<file path="src/rtl/sram_mode_sequencer.sv">
// sram_mode_sequencer
//   Top-level mode sequencer that decides which requester owns the SRAM
//   controller port: VGA while IDLE, the UART receiver while UART_RX, and the
//   milestone-1 engine while M1. It also produces the one-cycle start/initialise
//   pulses for those requesters.
//
// Ports
//   Clock                 50 MHz system clock, rising-edge
//   Resetn                asynchronous active-low reset
//   UART_RX_I             raw UART line (low in IDLE = start bit -> UART_RX)
//   M1_rerun              one-cycle request to rerun milestone 1 from IDLE
//   UART_SRAM_*           UART requester SRAM port (address/write data/we_n)
//   M1_SRAM_*             milestone-1 requester SRAM port
//   VGA_SRAM_address      VGA read address (used in IDLE)
//   m1_done               milestone-1 completion level
//   SRAM_*                muxed SRAM controller port
//   UART_rx_initialize    high for the first UART_RX cycle
//   UART_rx_enable        high for the second UART_RX cycle
//   m1_start              high for the first M1 cycle
//   VGA_enable            high while IDLE
//   mode                  current state: 00 IDLE, 01 UART_RX, 10 M1
module sram_mode_sequencer #(
  parameter int TIMEOUT_CYCLES = 50000000
) (
  input  logic        Clock,
  input  logic        Resetn,
  input  logic        UART_RX_I,
  input  logic        M1_rerun,
  input  logic [17:0] UART_SRAM_address,
  input  logic [15:0] UART_SRAM_write_data,
  input  logic        UART_SRAM_we_n,
  input  logic [17:0] M1_SRAM_address,
  input  logic [15:0] M1_SRAM_write_data,
  input  logic        M1_SRAM_we_n,
  input  logic [17:0] VGA_SRAM_address,
  input  logic        m1_done,
  output logic [17:0] SRAM_address,
  output logic [15:0] SRAM_write_data,
  output logic        SRAM_we_n,
  output logic        UART_rx_initialize,
  output logic        UART_rx_enable,
  output logic        m1_start,
  output logic        VGA_enable,
  output logic [1:0]  mode
);

  typedef enum logic [1:0] {
    S_IDLE    = 2'b00,
    S_UART_RX = 2'b01,
    S_M1      = 2'b10
  } state_t;

  // Last timer value before the idle timeout fires.
  localparam logic [25:0] TIMEOUT_LAST = 26'(TIMEOUT_CYCLES - 1);

  state_t      state_q, state_d;
  logic [25:0] timer_q, timer_d;
  logic        uart_rx_init_q, uart_rx_init_d;
  logic        uart_rx_en_q, uart_rx_en_d;
  logic        m1_start_q, m1_start_d;
  logic        vga_enable_q, vga_enable_d;

  // State register (plus every registered output).
  always_ff @(posedge Clock or negedge Resetn) begin
    if (!Resetn) begin
      state_q        <= S_IDLE;
      timer_q        <= '0;
      uart_rx_init_q <= 1'b0;
      uart_rx_en_q   <= 1'b0;
      m1_start_q     <= 1'b0;
      vga_enable_q   <= 1'b1;
    end else begin
      state_q        <= state_d;
      timer_q        <= timer_d;
      uart_rx_init_q <= uart_rx_init_d;
      uart_rx_en_q   <= uart_rx_en_d;
      m1_start_q     <= m1_start_d;
      vga_enable_q   <= vga_enable_d;
    end
  end

  // Next-state and idle timer.
  always_comb begin
    state_d = state_q;
    timer_d = '0;
    case (state_q)
      S_IDLE: begin
        // A start bit wins over a simultaneous rerun request.
        if (!UART_RX_I) begin
          state_d = S_UART_RX;
        end else if (M1_rerun) begin
          state_d = S_M1;
        end
      end
      S_UART_RX: begin
        // Any write restarts the idle window, even on the timeout cycle.
        if (!UART_SRAM_we_n) begin
          timer_d = '0;
        end else if (timer_q == TIMEOUT_LAST) begin
          state_d = S_M1;
          timer_d = '0;
        end else begin
          timer_d = timer_q + 26'd1;
        end
      end
      S_M1: begin
        // m1_done may still be high from a previous run during the start
        // cycle, so it only counts once m1_start has dropped.
        if (!m1_start_q && m1_done) begin
          state_d = S_IDLE;
        end
      end
      default: begin
        state_d = S_IDLE;
      end
    endcase
  end

  // Registered control outputs, derived from the upcoming transition so each
  // pulse lines up with the state register.
  always_comb begin
    uart_rx_init_d = (state_d == S_UART_RX) && (state_q != S_UART_RX);
    uart_rx_en_d   = uart_rx_init_q && (state_d == S_UART_RX);
    m1_start_d     = (state_d == S_M1) && (state_q != S_M1);
    vga_enable_d   = (state_d == S_IDLE);
  end

  // SRAM port mux: selected purely by the registered state.
  always_comb begin
    SRAM_address    = VGA_SRAM_address;
    SRAM_write_data = 16'h0000;
    SRAM_we_n       = 1'b1;
    case (state_q)
      S_UART_RX: begin
        SRAM_address    = UART_SRAM_address;
        SRAM_write_data = UART_SRAM_write_data;
        SRAM_we_n       = UART_SRAM_we_n;
      end
      S_M1: begin
        SRAM_address    = M1_SRAM_address;
        SRAM_write_data = M1_SRAM_write_data;
        SRAM_we_n       = M1_SRAM_we_n;
      end
      default: begin
        SRAM_address    = VGA_SRAM_address;
        SRAM_write_data = 16'h0000;
        SRAM_we_n       = 1'b1;
      end
    endcase
  end

  assign mode               = state_q;
  assign UART_rx_initialize = uart_rx_init_q;
  assign UART_rx_enable     = uart_rx_en_q;
  assign m1_start           = m1_start_q;
  assign VGA_enable         = vga_enable_q;

endmodule

</file>
<file path="config.mk">
export PLATFORM = sky130hd
export DESIGN_NAME = sram_mode_sequencer
export DESIGN_NICKNAME = d
export VERILOG_FILES = /design/src/rtl/sram_mode_sequencer.sv
export SDC_FILE = /design/constraint.sdc
export NUM_CORES = 1
export LEC_CHECK = 0
export BUFFER_PORTS_ARGS = -buffer_cell sky130_fd_sc_hd__buf_2
export CORE_MARGIN = 2
export CORE_UTILIZATION = 44
export CTS_BUF_LIST = sky130_fd_sc_hd__clkbuf_16
export CTS_CLUSTER_SIZE = 8
export DETAILED_ROUTE_END_ITERATION = 16
export GPL_TIMING_DRIVEN = 0
export PLACE_DENSITY_LB_ADDON = 0.1
export SLEW_MARGIN = 40
export SYNTH_ARGS = -nofsm -noshare
export SYNTH_HDL_FRONTEND = slang
export SYNTH_SLANG_ARGS = --single-unit
</file>
<file path="constraint.sdc">
create_clock -name Clock -period 2.1 [get_ports Clock]
set_clock_uncertainty 0.1 [all_clocks]
set_input_delay 0.21 -clock Clock [delete_from_list [all_inputs] [get_ports Clock]]
set_output_delay 0.21 -clock Clock [all_outputs]
set_load 0.05 [all_outputs]
</file>
==> summary by stage <==
Timing
Setup violations remaining at the end of the flow were counted as 25. The final critical-path setup slack is -0.09850 ns. Setup repair after global routing could not meet its margin everywhere. The achievable clock frequency is 0.4549 GHz. Of the available clock period, the critical path in the final layout requires 104.7%.

In this run the tightest slew margin relative to its limit is 50.46%. The number of endpoints with negative hold slack in the final report is 0. The final setup TNS is -0.7621 ns.

For the pin with the worst max-slew slack, the measured transition is 0.7375 ns. The clock period minus worst slack is 2.198 ns. The number of max-slew violations in the final report is 0.

Global route
The global router's overall resource usage is 27.60%. The remaining global-route overflow is 0. The maximum number of pins on one net before global-route repair is 33. The initial antenna violation count is 0. The first global-routing pass estimated 12.06 mm of wire. The number of global-route vias before repair came to 2699.

Yosys
The total number of yosys warnings is 0. Counting flops with a built-in enable in the synthesized netlist gives 0. The combined area of all synthesized cells is 2253 sq um. For this run, asynchronously set or reset flops after synthesis account for 100.0%. The number of distinct standard cells referenced by the synthesized netlist is 37. Averaged over all synthesized cells, the footprint is 8.106 sq um.

Counting every instance in the synthesized netlist gives 278. The part of the Yosys area used for sequential elements is 35.59%. The synthesis-stage register bit count is 32. The post-synth net total is 376. For this run, the leading register cell type out of synthesis is dfrtp_1.

Worst setup path
STA puts the critical path data required time at 1.79 ns. The critical register-to-register path startpoint is timer_q[16]. In this run the critical register-to-register path is captured at m1_start. For flop-to-flop paths, the worst setup slack is 0.06 ns. The startpoint type of the worst setup path is a flip-flop. Measured in cells, the most critical reg-to-reg path has a length of 5.

The worst setup path is of the flip-flop to output port kind. The worst setup path is captured at an output port. STA puts the critical path data arrival time at 1.89 ns.

Along the worst path, the maximum fanout reaches 10.

Cells and area
The repair_antennas step left the layout with diodes totalling 0. The post-layout utilization of the core is 83.92%. From synthesis to final layout, the design area changed by 86.56%. The leading cell type in the layout, fill and taps excluded is buf_2. The number of fill cells is 282. In the layout the commonest cells are buf_2 (102), buf_6 (32), nor2_1 (31). The layout cell share with drive strength beyond 1 is 58.69%. The layout net count is 523.

The total non-filler cell area in the finished layout is 4204 sq um.

Min path
The worst hold path stage count is 3. In this run the worst hold path is classified as primary input to flip-flop. The worst hold path terminates at timer_q[4]. The source of the worst hold timing path is UART_SRAM_we_n.

Clock tree
The H-tree generated during clock tree synthesis spans 2 levels. The tree is rooted in a clkbuf_16. Counting along the longest clock path gives a buffer depth of 2. The clock buffer count from CTS is 5. After clock tree synthesis, the clock-pin slew on the worst setup and hold paths is 0.05 ns. TritonCTS built the clock tree. The worst-skew pair later-pin latency is 0.28 ns. The number of sinks driven by the clock tree is 32.

Floorplan
In this run the horizontal extent of the chip is 75.57 um. The count of boundary I/O pins is 134. For this configuration, the core starts out at a cell density of 44.98%. Measured along the y axis, the die boundary spans 75.57 um. After floorplanning, the core was divided into 26 placement rows. The die area is 5710 sq um.

The placeable core region is 5010 sq um.

Routing
The length of routed wiring on met1 is 3.423 mm. In the routed design, unresolved DRC markers number 0. Signal routing reaches up to met4. The routed length per placed instance is 19.12 um. The per-cell via count in the routed design is 5.736. The number of violations reported at the end of detailed-routing iteration 0 is 175.

The total routed wirelength is 9.482 mm. The antenna violation net count after detailed routing is 0. The number of search-and-repair iterations in the first detailed-routing pass is 4. The routed layout has 2845 vias.

The wire length on met3 is 686 um. Summed over all nets, wire length on met2 after detailed routing comes to 5.082 mm.

Run status
The flow ran to the end, but the final reports show violations. The checks that failed: negative setup slack.

Pwr
Registers are responsible for 10.6% of the overall power. The power density over the cells is 1633 nW/um^2. The post-layout total power is 6.867 mW. In this run the static leakage power is 1.802 nW. The internal power is 3.386 mW. The worst voltage drop across the vdd grid is 1.571 mV. Per report_power, the clock group accounts for 11.8% of the total. The combinational share of power is 77.7%. Of the total power, the share spent switching nets is 50.69%.

In this run the power spent charging and discharging nets is 3.481 mW.

Placement
Port buffering added 133 buffers. OpenSTA, run right after detailed placement, puts the worst setup slack at -0.1502 ns. The half-perimeter wire length after detailed placement is 5.404 mm. The placed cell area is 3324 sq um. At the end of routability-driven placement, the weighted congestion stood at 0.9078.

Flow run
The total of max-cap violations is 0.
==> critical path, stage by stage (launching register included) <==
cell and delay, ns:
dfrtp_2 0.47, ha_4 0.21, clkbuf_8 0.17, buf_6 0.16, a22oi_1 0.34, a21oi_4 0.09, buf_6 0.16
==> worst max path at each step <==
| stage | start | end | slack (ns) | cells after the start |
|---|---|---|---|---|
| detailed placement | mode[0] | SRAM_address[10] | -0.15 | 7 |
| global placement | mode[0] | SRAM_address[10] | -0.13 | 7 |
| floorplan | mode[0] | SRAM_write_data[8] | -0.1 | 5 |
| CTS | mode[0] | SRAM_address[4] | -0.01 | 7 |
| global route | mode[0] | SRAM_address[5] | -0.13 | 6 |
| finish | mode[0] | SRAM_address[5] | -0.1 | 6 |
==> cell families after synthesis <==
kind of cell	Yosys count	share of synthesized area [%]
fa+ha+maj	5	2.776
compound gates	67	19.21
simple gates	127	29.37
buf+inv	24	4.109
flops	32	35.59
xor+xnor	23	8.939
==> Yosys cell counts, types with 2 or more instances <==
library cell | n | area, sq um
xor2_1 | 10 | 87.58
o21ai_0 | 6 | 30.03
nor2_1 | 49 | 183.9
buf_2 | 2 | 10.01
and3_1 | 3 | 18.77
and4b_1 | 2 | 20.02
inv_1 | 8 | 30.03
ha_1 | 5 | 62.56
nor3_1 | 5 | 25.02
a21oi_1 | 22 | 110.1
buf_1 | 3 | 11.26
and2_1 | 2 | 12.51
nor2b_1 | 17 | 106.4
nand3_1 | 13 | 65.06
xnor2_1 | 13 | 113.9
a22oi_1 | 34 | 255.2
nor4_1 | 4 | 25.02
dfrtp_1 | 31 | 775.7
or3_1 | 3 | 18.77
clkbuf_1 | 11 | 41.29
nand2_1 | 16 | 60.06
nand4_1 | 4 | 25.02
==> timing repair <==
item / 4_1_cts / 5_1_grt
endpoints found under the hold margin: 31 / 0
buffers inserted: 3 / 0
hold buffers: 1 / 0
gates resized for setup: 122 / 44
pin swaps: 1 / 3
setup endpoints to repair: 56 / 56
cloned: 0 / 4
==> power groups by stage <==
stage               Sequential (mW)  Combinational (mW)  Clock, mW
finish                        0.727                5.33      0.807
CTS                           0.721                4.81      0.818
detailed placement            0.726                3.80          0
global placement              0.725                3.79          0
global route                  0.731                5.51      0.854
floorplan                     0.856                2.98          0
==> area by class of cell <==
class / count / area, sq um / share of cell area (%)
clock buffer: 5 / 125.1 / 2.976
timing repair buffer: 141 / 944.7 / 22.47
clock inverter: 3 / 37.54 / 0.8929
buffer: 15 / 210.2 / 5.000
tap: 70 / 87.58 / 2.083
multi-input combinational: 222 / 1962 / 46.67
sequential: 32 / 804.5 / 19.14
inverter: 8 / 32.53 / 0.7738
==> metal layers <==
| layer | global-route usage [%] | vias to the layer above |
|---|---|---|
| met5 | 0 | - |
| met4 | 9.747 | 0 |
| met3 | 7.540 | 33 |
| met2 | 50.05 | 136 |
| met1 | 30.93 | 1394 |
| li1 | - | 1282 |
==> flip-flops by register name, indices dropped and copies added, names as in the netlist <==
name                flops
timer_q                26
mode                    2
UART_rx_enable          1
UART_rx_initialize      1
VGA_enable              1
m1_start                1
==> through the flow <==
step | std cells | hold WS (ns)
CTS | 492 | 0.1710
global route | 496 | 0.1915
finish | 496 | 0.1813
floorplan | 278 | -0.1856
global placement | 481 | 0.1896
detailed placement | 481 | 0.1942
Note: power is estimated with default switching activity, not from simulation.
